===== src/rtl/burst_arb_pkg.sv =====
// rtl/burst_arb_pkg.sv - shared types and grant encodings for the two-port burst write arbiter
package burst_arb_pkg;

    localparam int NUM_REQ = 2;

    typedef enum logic {
        IDLE  = 1'b0,
        BURST = 1'b1
    } state_t;

    localparam logic [NUM_REQ-1:0] GRANT_NONE = 2'b00;
    localparam logic [NUM_REQ-1:0] GRANT_RQ0  = 2'b01;
    localparam logic [NUM_REQ-1:0] GRANT_RQ1  = 2'b10;

endpackage


===== src/rtl/rr_grant2.sv =====
// rtl/rr_grant2.sv - combinational two-way round-robin pick producing a one-hot winner
module rr_grant2
    import burst_arb_pkg::*;
(
    input  logic [NUM_REQ-1:0] request,
    input  logic               last_grant,
    output logic [NUM_REQ-1:0] winner
);

    // last_grant holds the index of the previous owner; a tie goes to the other one
    always_comb begin
        winner = GRANT_NONE;
        case (request)
            2'b01:   winner = GRANT_RQ0;
            2'b10:   winner = GRANT_RQ1;
            2'b11:   winner = last_grant ? GRANT_RQ0 : GRANT_RQ1;
            default: winner = GRANT_NONE;
        endcase
    end

endmodule


===== src/rtl/burst_write_arbiter.sv =====
// rtl/burst_write_arbiter.sv - grants whole Avalon-MM write bursts round-robin between two requesters
module burst_write_arbiter
    import burst_arb_pkg::*;
#(
    parameter int ADDRESS_WIDTH     = 32,
    parameter int DATA_WIDTH        = 32,
    parameter int BYTE_ENABLE_WIDTH = 4,
    parameter int BURST_WIDTH       = 4
) (
    input  logic                         clk,
    input  logic                         reset,

    input  logic [ADDRESS_WIDTH-1:0]     rq0_address,
    input  logic                         rq0_write,
    input  logic [DATA_WIDTH-1:0]        rq0_writedata,
    input  logic [BURST_WIDTH-1:0]       rq0_burstcount,
    input  logic [BYTE_ENABLE_WIDTH-1:0] rq0_byteenable,
    output logic                         rq0_waitrequest,

    input  logic [ADDRESS_WIDTH-1:0]     rq1_address,
    input  logic                         rq1_write,
    input  logic [DATA_WIDTH-1:0]        rq1_writedata,
    input  logic [BURST_WIDTH-1:0]       rq1_burstcount,
    input  logic [BYTE_ENABLE_WIDTH-1:0] rq1_byteenable,
    output logic                         rq1_waitrequest,

    output logic [ADDRESS_WIDTH-1:0]     master_address,
    output logic                         master_write,
    output logic [DATA_WIDTH-1:0]        master_writedata,
    output logic [BURST_WIDTH-1:0]       master_burstcount,
    output logic [BYTE_ENABLE_WIDTH-1:0] master_byteenable,
    input  logic                         master_waitrequest,

    output logic [NUM_REQ-1:0]           grant,
    output logic                         burst_done
);

    state_t                  state, state_next;
    logic [NUM_REQ-1:0]      owner, owner_next;
    logic [BURST_WIDTH-1:0]  beats_left, beats_left_next;
    logic                    last_grant, last_grant_next;
    logic                    burst_done_next;
    logic [NUM_REQ-1:0]      winner;
    logic [BURST_WIDTH-1:0]  win_count;
    logic                    accepted;

    rr_grant2 u_rr_grant2 (
        .request    ({rq1_write, rq0_write}),
        .last_grant (last_grant),
        .winner     (winner)
    );

    always_ff @(posedge clk or posedge reset) begin
        if (reset) begin
            state      <= IDLE;
            owner      <= GRANT_NONE;
            beats_left <= '0;
            last_grant <= 1'b1;
            burst_done <= 1'b0;
        end else begin
            state      <= state_next;
            owner      <= owner_next;
            beats_left <= beats_left_next;
            last_grant <= last_grant_next;
            burst_done <= burst_done_next;
        end
    end

    assign grant = owner;

    // Write traffic is a pure combinational pass-through of the owner's signals
    always_comb begin
        master_address    = '0;
        master_write      = 1'b0;
        master_writedata  = '0;
        master_burstcount = '0;
        master_byteenable = '0;
        rq0_waitrequest   = 1'b1;
        rq1_waitrequest   = 1'b1;
        if (state == BURST) begin
            if (owner == GRANT_RQ1) begin
                master_address    = rq1_address;
                master_write      = rq1_write;
                master_writedata  = rq1_writedata;
                master_burstcount = rq1_burstcount;
                master_byteenable = rq1_byteenable;
                rq1_waitrequest   = master_waitrequest;
            end else begin
                master_address    = rq0_address;
                master_write      = rq0_write;
                master_writedata  = rq0_writedata;
                master_burstcount = rq0_burstcount;
                master_byteenable = rq0_byteenable;
                rq0_waitrequest   = master_waitrequest;
            end
        end
    end

    assign accepted  = master_write & ~master_waitrequest;
    assign win_count = (winner == GRANT_RQ1) ? rq1_burstcount : rq0_burstcount;

    always_comb begin
        state_next      = state;
        owner_next      = owner;
        beats_left_next = beats_left;
        last_grant_next = last_grant;
        burst_done_next = 1'b0;
        case (state)
            IDLE: begin
                if (winner != GRANT_NONE) begin
                    state_next      = BURST;
                    owner_next      = winner;
                    // A zero burstcount is treated as a single-beat burst
                    beats_left_next = (win_count == '0) ? BURST_WIDTH'(1) : win_count;
                end
            end
            BURST: begin
                if (accepted) begin
                    beats_left_next = beats_left - BURST_WIDTH'(1);
                    if (beats_left == BURST_WIDTH'(1)) begin
                        state_next      = IDLE;
                        owner_next      = GRANT_NONE;
                        last_grant_next = (owner == GRANT_RQ1);
                        burst_done_next = 1'b1;
                    end
                end
            end
            default: begin
                state_next = IDLE;
                owner_next = GRANT_NONE;
            end
        endcase
    end

endmodule


===== config.mk =====
export PLATFORM = sky130hd
export DESIGN_NAME = burst_write_arbiter
export DESIGN_NICKNAME = d
export VERILOG_FILES = /design/src/rtl/burst_arb_pkg.sv /design/src/rtl/rr_grant2.sv /design/src/rtl/burst_write_arbiter.sv
export SDC_FILE = /design/constraint.sdc
export NUM_CORES = 1
export LEC_CHECK = 0
export CAP_MARGIN = 5
export CORE_ASPECT_RATIO = 0.8
export CORE_MARGIN = 2
export CORE_UTILIZATION = 27
export CTS_BUF_LIST = sky130_fd_sc_hd__clkbuf_16
export DETAILED_ROUTE_END_ITERATION = 10
export PLACE_DENSITY_LB_ADDON = 0.08
export SETUP_SLACK_MARGIN = 0.4
export SYNTH_ARGS = -nofsm -noshare
export SYNTH_HDL_FRONTEND = slang
export SYNTH_HIERARCHICAL = 1
export SYNTH_SLANG_ARGS = --single-unit

===== constraint.sdc =====
create_clock -name clk -period 2.02 [get_ports clk]
set_input_delay 0.606 -clock clk [delete_from_list [all_inputs] [get_ports clk]]
set_output_delay 0.606 -clock clk [all_outputs]
set_load 0.005 [all_outputs]

## Word level (Yosys, flattened, before mapping)

Cells that the tools add are included.

- Input port bits: 149
- Memory bits (writable): 0
- Bits in registers: 9
- ROM bits: 0
- Word-level logic and storage cells: 55
- Output and inout bits: 78
- Bits in latches: 0
- Memories kept: 0

- Divide/modulo/power cells: 0
- Reductions and logical operators: 5
- Muxes and demuxes: 32
- Equal/unequal tests: 9
- Order comparisons: 0
- Add/subtract/negate cells: 1
- Shift-type cells: 0
- Bitwise operators: 3
- Multiply operators: 0

Operator list:

| kind | number |
|---|---|
| $mux W32 | 4 |
| $mux W4 | 8 |
| $mux W1 | 12 |
| $eq A2 B2 Y1 const B | 4 |
| $mux W2 | 4 |
| $pmux W4 S2 | 1 |
| $pmux W2 S3 | 1 |
| $reduce_and A3 Y1 | 2 |
| $eq A4 B1 Y1 const B | 1 |
| $logic_not A4 Y1 | 1 |
| $ne A2 B1 Y1 const B | 2 |
| $pmux W2 S2 | 1 |
| $sub A4 B1 Y4 const B | 1 |
| $eq A2 B1 Y1 const B | 1 |
| $ne A2 B2 Y1 const B | 1 |
| $not A1 Y1 | 2 |
| $pmux W1 S2 | 1 |
| $reduce_and A2 Y1 | 1 |
| $reduce_bool A2 Y1 | 1 |
| $and A1 B1 Y1 | 1 |

## Logic depth before layout (Yosys ltp)

Gate-level depths: netlist of run 1.

- Depth in word-level cells: 8
- Mapped depth: 7

## Modules after synthesis

The synthesis of run 1 kept the hierarchy.

By module, submodules not included:

| module | cells each | instances | area an instance (µm²) |
|---|---|---|---|
| burst_write_arbiter | 309 | 1 | 1,795.5 |
| rr_grant2 | 3 | 1 | 18.8 |

## Worst setup path after synthesis of run 1

No wires, ideal clock.

- Path kind: register to output
- Start: reg owner[0] (netlist: grant[0])
- End: out master_writedata[0]
- Cell stages (with the launch flop): 6
- Path slack: 173 ps
- Arrival time: 1,241 ps
- Data required time: 1,414 ps
- Path buffers: 2
- Cell sequence: dfrtp_1 nand2b_4 buf_2 buf_1 nand2_1 a21boi_0

- Word-level cells in the longest chain between the ends: 3

Ends and longest elaborated chain:

| element | line | source |
|---|---|---|
| start: declaration | burst_write_arbiter.sv:39 | `logic [NUM_REQ-1:0] owner, owner_next;` |
| start signal: assignment | burst_write_arbiter.sv:62 | `owner <= owner_next;` |
| $eq A2 B2 Y1 | burst_write_arbiter.sv:81 | `if (owner == GRANT_RQ1) begin` |
| $mux W32 | burst_write_arbiter.sv:81 |  |
| $mux W32 | burst_write_arbiter.sv:80 | `if (state == BURST) begin` |
| end: declaration | burst_write_arbiter.sv:29 | `output logic [DATA_WIDTH-1:0] master_writedata,` |

Every way passes these cells.

## Final worst setup path of run 1

- Start: reg owner[0] (netlist: grant[0])
- End: out master_writedata[28]

The elaborated chain is that of the path after synthesis.

==> results of run 1 <==
final cells by class:
type                            count  area, µm²  area share, %
Clock buffer                        3       75.1           1.36
Sequential cell                     9        230           4.18
Inverter                            6       22.5          0.409
Clock inverter                      1       3.75         0.0682
Tap cell                           84        105           1.91
Multi-Input combinational cell    272       2090           37.9
Timing Repair Buffer              310       2980           54.1
cells in the mapped netlist, drive strengths merged (3+ instances only):
cell type | number | share of area (%)
o21ai | 3 | 0.83
clkbuf | 12 | 2.5
nand2b | 5 | 2.1
a21boi | 74 | 31
buf | 14 | 3.8
dfrtp | 8 | 11
nor4 | 3 | 1.0
nand2 | 150 | 31
nor2 | 4 | 0.83
inv | 6 | 1.2
a21oi | 4 | 1.1
nor2b | 4 | 1.4
nor3 | 6 | 2.3
power groups by stage:
stage | combinational (mW) | sequential [mW] | clock [mW]
after floorplan | 1.86 | 0.319 | 0
after global placement | 4.22 | 0.335 | 0
after detailed placement | 4.28 | 0.337 | 0
after CTS | 4.99 | 0.345 | 0.348
after global routing | 6.40 | 0.353 | 0.368
final | 6.00 | 0.345 | 0.357
cell families (layout without fill, tap and decap cells):
| group | count (synthesis) | count (layout) | share of synthesized area, % |
|---|---|---|---|
| simple gates | 178 | 179 | 40.8 |
| compound gates | 88 | 88 | 35.9 |
| buf+inv | 32 | 320 | 7.52 |
| flops | 9 | 9 | 12.5 |
| mux | 3 | 3 | 2.00 |
| fa+ha+maj | 2 | 2 | 1.38 |
stage by stage:
step	setup slack, ps	instances	instance area, µm²	total power [mW]
5_1_grt	-272	685	5500	7.13
4_1_cts	-106	672	4840	5.68
2_1_floorplan	348	312	1880	2.17
6_report	-186	685	5500	6.70
3_5_place_dp	-480	634	4440	4.62
3_3_place_gp	-468	634	4440	4.55
path summary, 6_finish.rpt:
check                               from                   end  cells past startpoint  slack [ps]
max in group asynchronous          reset            last_grant                      2        1050
hold reg to reg            beats_left[1]         beats_left[1]                      1         600
setup / recovery                grant[0]  master_writedata[28]                      7        -190
min in group asynchronous          reset            burst_done                      2         660
setup reg to reg                grant[1]         beats_left[3]                      8         190
hold / removal             beats_left[1]         beats_left[1]                      1         600
per-layer routing:
layer  up-vias  wire length (µm)  track usage, %
met3        55              1090            7.66
met4         0               608            10.0
met1      1580              4450            32.1
met2       194              6220            52.0
li1       1619                 -               -
met5         -                 0               0
layout by cell type (no fill, tap or decap), types with 2 or more instances in the layout:
master	Yosys	layout
nor3_2	0	2
nand2b_1	4	3
o21ai_2	0	2
clkbuf_16	0	6
buf_8	0	3
nor3_4	1	3
nor2b_4	0	3
a21boi_4	0	2
nor2_1	4	2
a21boi_1	1	43
a21boi_2	0	29
dlygate4sd2_1	0	6
nor4_4	0	2
nand2_2	0	25
dfrtp_1	8	5
dlymetal6s2s_1	0	3
inv_1	6	7
nand2b_4	1	3
buf_12	0	10
nand2_4	0	36
nand3_1	2	2
a21oi_1	4	4
buf_4	0	32
mux2_4	1	2
buf_2	13	74
buf_16	0	7
dfrtp_2	0	3
clkdlybuf4s50_1	0	138
nand2_1	150	89
ha_1	2	2
buf_6	0	34
timing repair:
item / CTS / global route
endpoints found under the hold margin: 0 / 0
endpoints found under the setup margin: 87 / 83
gates cloned: 8 / 3
buffers inserted: 26 / 10
resized for setup: 404 / 136
pin swaps: 55 / 79
registers in the layout, indices dropped and copies added, names as in the netlist:
register and cells:
burst_done 1, last_grant 1, beats_left 4, grant 2, state 1
==> impl_summary.log, run 1 <==
[metrics] count of flip-flops with a built-in enable after synthesis: 0
[metrics] Cell variety after synth: 34
[metrics] drt total wl: 12.4 mm
[metrics] total DRC errors in the routed layout: 0
[metrics] setup repair after global routing missed its margin: true
[metrics] Overflow after GRT: 0
[metrics] global-route usage over all layers: 28.9%
[metrics] per-instance average area after synthesis: 5.81 µm²
[metrics] maximum vdd ir drop: 0.00116 V
[metrics] violated checks: setup timing
[metrics] fraction of power spent switching nets: 42.3%
[metrics] via count: 3448
[metrics] sink count of the clock tree: 9
[metrics] Achievable Freq: 0.453 GHz
[metrics] result of the run: complete, but fails checks
[metrics] largest net degree at the start of global routing: 33
[metrics] I/O pin count: 227
[metrics] layout cells sized above 1: 47.8%
[metrics] number of max-cap violations: 0
[metrics] post-route worst hold slack: 600 ps
[metrics] Initial Util: 28.2%
[metrics] clock tree from TritonCTS: built
[metrics] number of nets in the synthesized netlist: 463
[metrics] normalized max-slew margin: 71.6%
[metrics] type of the worst min-delay path: flop to flop
[metrics] clock insertion delay at the later pin of the skew report: 240 ps
[metrics] number of buffers inserted during clock tree synthesis: 3
[metrics] crit path setup slack, layout: -186 ps
[metrics] category of the worst setup path launch point: flop
[metrics] Syn Inst Count: 312
[metrics] number of port buffers: 226
[metrics] clk root buf: clkbuf_16
[metrics] Crit Path Category: flop to output port
[metrics] fillers: 366
[metrics] final core occ: 85.4%
[metrics] part of the cycle the worst path needs: 109%
[metrics] DP HPWL: 7.51 mm
[metrics] Internal Dissipation: 3.87 mW
[metrics] average wire length per cell after detail routing: 18.1 µm
[metrics] number of nets with antenna violations after detailed routing: 0
[metrics] nature of the critical path endpoint: output port
[metrics] final critical delay including setup and external delays: 2210 ps
[metrics] count of state elements after synthesis: 9
[metrics] Syn-to-layout area delta: 203%
[metrics] area of the mapped netlist: 1810 µm²
[metrics] prevailing post-synth register cell: dfrtp_1
[metrics] worst path required time: 1410 ps
[metrics] static power due to leakage: 2.73 nW
[metrics] part of the power in registers: 5.2%
[metrics] Clk pwr share: 5.3%
[metrics] initial antenna violation count: 0
[metrics] delay of the slowest critical-path stage: 430 ps
[metrics] number of hold-repair buffers added at the cts stage: 0
[metrics] Die Y: 77.3 µm
[metrics] area enclosed by the die boundary: 7400 µm²
[metrics] horizontal die dimension: 95.6 µm
[metrics] chain of cells forming the critical path: nor2b_4 > buf_8 > buf_12 > buf_16 > nand2_1 > a21boi_1 > buf_2
[metrics] number of failing hold endpoints at the final stage: 0
[metrics] slowest cell on the critical path: dfrtp_2
[metrics] cell family with the largest share of critical-path delay: buffers and inverters
[metrics] Arrival @ worst endpoint: 1600 ps
[metrics] YS warnings: 6
[metrics] sequential share of the synthesized area: 12.5%
[metrics] portion of total power attributed to combinational logic: 89.5%
[metrics] largest fanout on the critical path: 8
[metrics] max-slew violations: 0
[metrics] first-pass detailed-route iteration total: 4
[metrics] Clock transition at path regs: 40 ps
[metrics] area inside the core boundary: 6440 µm²
[metrics] Clock Path Buffers: 2
[metrics] power density relative to cell area: 1220 nW/µm²
[metrics] final layout net count: 753
[metrics] number of diodes added for antenna fixing: 0
[metrics] number of global-route vias before repair: 3313
[metrics] worst-margin pin slew: 422 ps
[metrics] worst path bufs/invs: 4
[metrics] setup TNS: -5560 ps
[metrics] vias per cell: 5.03
[metrics] iteration-0 DRC count of the detailed router: 79
[metrics] sw power: 2.83 mW
[metrics] fraction of synthesis flops using an asynchronous set or reset pin: 100%
[metrics] Setup violations, final: 73
[metrics] number of placement rows: 26
[metrics] final weighted congestion of routability-driven global placement: 0.820
[metrics] Fin Clk Skew: 0.923 ps
[metrics] CTS H-tree depth: 1
[metrics] wire length of the first global-routing pass: 16.9 mm
Note: power is estimated with default switching activity, not from simulation.
==> run 2: changes to the inputs <==
--- a/config.mk
+++ b/config.mk
@@ -5,7 +5,7 @@
 export SDC_FILE = /design/constraint.sdc
 export NUM_CORES = 1
 export LEC_CHECK = 0
-export CAP_MARGIN = 5
+export CAP_MARGIN = 20
 export CORE_ASPECT_RATIO = 0.8
 export CORE_MARGIN = 2
 export CORE_UTILIZATION = 27
==> results of run 2 <==
No change in the layout: final DEF, timing and power equal those of run 1.
==> run 3: changes to the inputs <==
--- a/config.mk
+++ b/config.mk
@@ -10,6 +10,7 @@
 export CORE_MARGIN = 2
 export CORE_UTILIZATION = 27
 export CTS_BUF_LIST = sky130_fd_sc_hd__clkbuf_16
+export CTS_CLUSTER_SIZE = 30
 export DETAILED_ROUTE_END_ITERATION = 10
 export PLACE_DENSITY_LB_ADDON = 0.08
 export SETUP_SLACK_MARGIN = 0.4
@@ -17,3 +18,4 @@
 export SYNTH_HDL_FRONTEND = slang
 export SYNTH_HIERARCHICAL = 1
 export SYNTH_SLANG_ARGS = --single-unit
+export TNS_END_PERCENT = 20
==> run 3 against run 2 <==
The run still ends with setup timing left. Final cell count down 1.5%. Register-to-register slack about the same. Non-clock buffer count fell by 10. Utilization down 6.3 points.
==> impl_summary.log, run 3 (same netlist as run 1, synthesis figures left out) <==
[metrics] largest fanout on the critical path: 3 (was 8)
[metrics] chain of cells forming the critical path: buf_6 > nand2b_4 > buf_6 > mux2_4 > and2_4 > buf_6 (was nor2b_4 > buf_8 > buf_12 > buf_16 > nand2_1 > a21boi_1 > buf_2)
[metrics] clock tree from TritonCTS: built (unchanged)
[metrics] Fin Clk Skew: 5.28 ps (was 0.923 ps)
[metrics] layout cells sized above 1: 37.1% (was 47.8%)
[metrics] Setup violations, final: 75 (was 73)
[metrics] number of global-route vias before repair: 3401 (was 3313)
[metrics] global-route usage over all layers: 29.5% (was 28.9%)
[metrics] final layout net count: 743 (was 753)
[metrics] number of buffers inserted during clock tree synthesis: 3 (unchanged)
[metrics] largest net degree at the start of global routing: 37 (was 33)
[metrics] final cell area excluding filler cells: 5100 µm² (was 5500 µm²)
[metrics] horizontal die dimension: 95.6 µm (unchanged)
[metrics] Arrival @ worst endpoint: 1620 ps (was 1600 ps)
[metrics] number of failing hold endpoints at the final stage: 0 (unchanged)
[metrics] Max Used Layer: met4 (unchanged)
[metrics] number of placement rows: 26 (unchanged)
[metrics] DP HPWL: 7.99 mm (was 7.51 mm)
[metrics] slowest cell on the critical path: dfrtp_1 (was dfrtp_2)
[metrics] Top reg by flops: beats_left (unchanged)
[metrics] worst path bufs/invs: 3 (was 4)
[metrics] cell family with the largest share of critical-path delay: flip-flops (was buffers and inverters)
[metrics] vias per cell: 4.90 (was 5.03)
[metrics] placed standard-cell area: 4450 µm² (was 4440 µm²)
[metrics] result of the run: complete, but fails checks (unchanged)
[metrics] slack of the worst reg-to-reg path: 190 ps (about the same)
[metrics] drt total wl: 11.7 mm (was 12.4 mm)
[metrics] Syn-to-layout area delta: 181% (was 203%)
[metrics] iteration-0 DRC count of the detailed router: 68 (was 79)
[metrics] wire length on met1: 4.38 mm (was 4.45 mm)
[metrics] maximum vdd ir drop: 0.000739 V (was 0.00116 V)
[metrics] crit path setup slack, layout: -207 ps (was -186 ps)
[metrics] number of max-cap violations: 0 (unchanged)
[metrics] normalized max-slew margin: 74.6% (was 71.6%)
[metrics] met2 routed WL: 6.05 mm (was 6.22 mm)
[metrics] Clock transition at path regs: 40 ps (about the same)
[metrics] routed wire length on met3: 1.03 mm (was 1.09 mm)
[metrics] violated checks: setup timing (unchanged)
[metrics] final weighted congestion of routability-driven global placement: 0.844 (was 0.820)
[metrics] Crit Path Category: flop to output port (unchanged)
[metrics] number of hold-repair buffers added at the cts stage: 0 (unchanged)
[metrics] setup repair after global routing missed its margin: true (unchanged)
[metrics] initial antenna violation count: 0 (unchanged)
[metrics] average wire length per cell after detail routing: 17.3 µm (was 18.1 µm)
[metrics] area inside the core boundary: 6440 µm² (unchanged)
[metrics] delay of the slowest critical-path stage: 410 ps (was 430 ps)
[metrics] worst path required time: 1410 ps (about the same)
[metrics] startpoint of the worst register-to-register path: grant[0] (was grant[1])
[metrics] worst-margin pin slew: 380 ps (was 422 ps)
[metrics] number of port buffers: 226 (unchanged)
[metrics] clock insertion delay at the later pin of the skew report: 240 ps (about the same)
[metrics] sink count of the clock tree: 9 (unchanged)
[metrics] category of the worst setup path launch point: flop (unchanged)
[metrics] final critical delay including setup and external delays: 2230 ps (was 2210 ps)
[metrics] Clock Path Buffers: 2 (unchanged)
[metrics] number of nets with antenna violations after detailed routing: 0 (unchanged)
[metrics] clk root buf: clkbuf_16 (unchanged)
[metrics] number of diodes added for antenna fixing: 0 (unchanged)
[metrics] first-pass detailed-route iteration total: 4 (unchanged)
[metrics] Overflow after GRT: 0 (unchanged)
[metrics] static power due to leakage: 2.49 nW (was 2.73 nW)
[metrics] wire length of the first global-routing pass: 17.3 mm (was 16.9 mm)
[metrics] type of the worst min-delay path: flop to flop (unchanged)
[metrics] flip-flop count of the largest register, all copies and words added: 4 (unchanged)
[metrics] Die Y: 77.3 µm (unchanged)
[metrics] total DRC errors in the routed layout: 0 (unchanged)
[metrics] final core occ: 79.2% (was 85.4%)
[metrics] nature of the critical path endpoint: output port (unchanged)
[metrics] cell repeated most along the worst path: buf_6
[metrics] Initial Util: 28.2% (unchanged)
[metrics] fillers: 438 (was 366)
[metrics] CP startpoint: grant[0] (unchanged)
[metrics] area enclosed by the die boundary: 7400 µm² (unchanged)
[metrics] CTS H-tree depth: 1 (unchanged)
[metrics] commonest cells after routing, fill and taps aside: clkdlybuf4s50_1, nand2_1, buf_2, a21boi_1, buf_4 (was clkdlybuf4s50_1, nand2_1, buf_2, a21boi_1, nand2_4)
[metrics] via count: 3309 (was 3448)
[metrics] startpoint of the lowest-slack hold path: beats_left[1] (unchanged)
[metrics] power density relative to cell area: 1230 nW/µm² (was 1220 nW/µm²)
[metrics] part of the cycle the worst path needs: 110% (was 109%)
[metrics] max-slew violations: 0 (unchanged)
[metrics] Achievable Freq: 0.449 GHz (was 0.453 GHz)
[metrics] Total Power Consumption: 6.26 mW (was 6.70 mW)
[metrics] most frequent standard cell in the layout excluding fill and tap cells: clkdlybuf4s50_1 (unchanged)
[metrics] I/O pin count: 227 (unchanged)
run 3: changes by cell type in the layout (fill, tap and decap cells not counted), sizes merged, moves of 2 or more:
cell           before  now
buf               160  146
clkdlybuf4s50     138  145
dlygate4sd2         6    2
dlymetal6s2s        3    1
run 3: metrics by stage:
| step | hold WS [ps] | setup TNS (ps) | cells | setup WS, ps |
|---|---|---|---|---|
| 3_5_place_dp | 593 | -28800 | 635 | -520 |
| 6_report | 607 | -7610 | 675 | -207 |
| 3_3_place_gp | 583 | -27710 | 635 | -501 |
| 4_1_cts | 606 | -6580 | 670 | -220 |
| 5_1_grt | 634 | -13550 | 675 | -250 |
| 2_1_floorplan | 433 | 0 | 312 | 342 |
run 3: final timing paths:
kind                       cells after the start       endpoint
min in group asynchronous                      2  beats_left[0]
hold / removal                                 1  beats_left[1]
setup reg to reg                               7  beats_left[3]
max in group asynchronous                      2     last_grant
hold reg to reg                                1  beats_left[1]
setup / recovery                               6   master_write
run 3: where the power goes:
group | leakage (nW) | internal, mW | switching (mW)
clock | 0.0423 | 0.259 | 0.0911
sequential | 0.106 | 0.261 | 0.0802
combinational | 2.34 | 3.19 | 2.38
run 3: layer usage:
layer  track usage, %  up-vias
li1                 -     1596
met1             34.1     1544
met2             53.8      150
met3             6.58       19
met4             7.86        0
met5                0        -
run 3: layout make-up:
cell class	instances	area (µm²)	share of cell area, %
flip-flops and latches	9	228	4.47
clock inverters	1	3.75	0.0736
inverters	6	22.5	0.442
well taps	84	105	2.06
multi-input cells	272	1770	34.7
repair buffers	300	2900	56.8
clock buffers	3	75.1	1.47
run 3: repair_timing:
action	CTS	global route
setup endpoints to repair	87	86
pin swaps	18	35
setup buffers	22	2
gates resized for setup	340	93
cloned	9	3
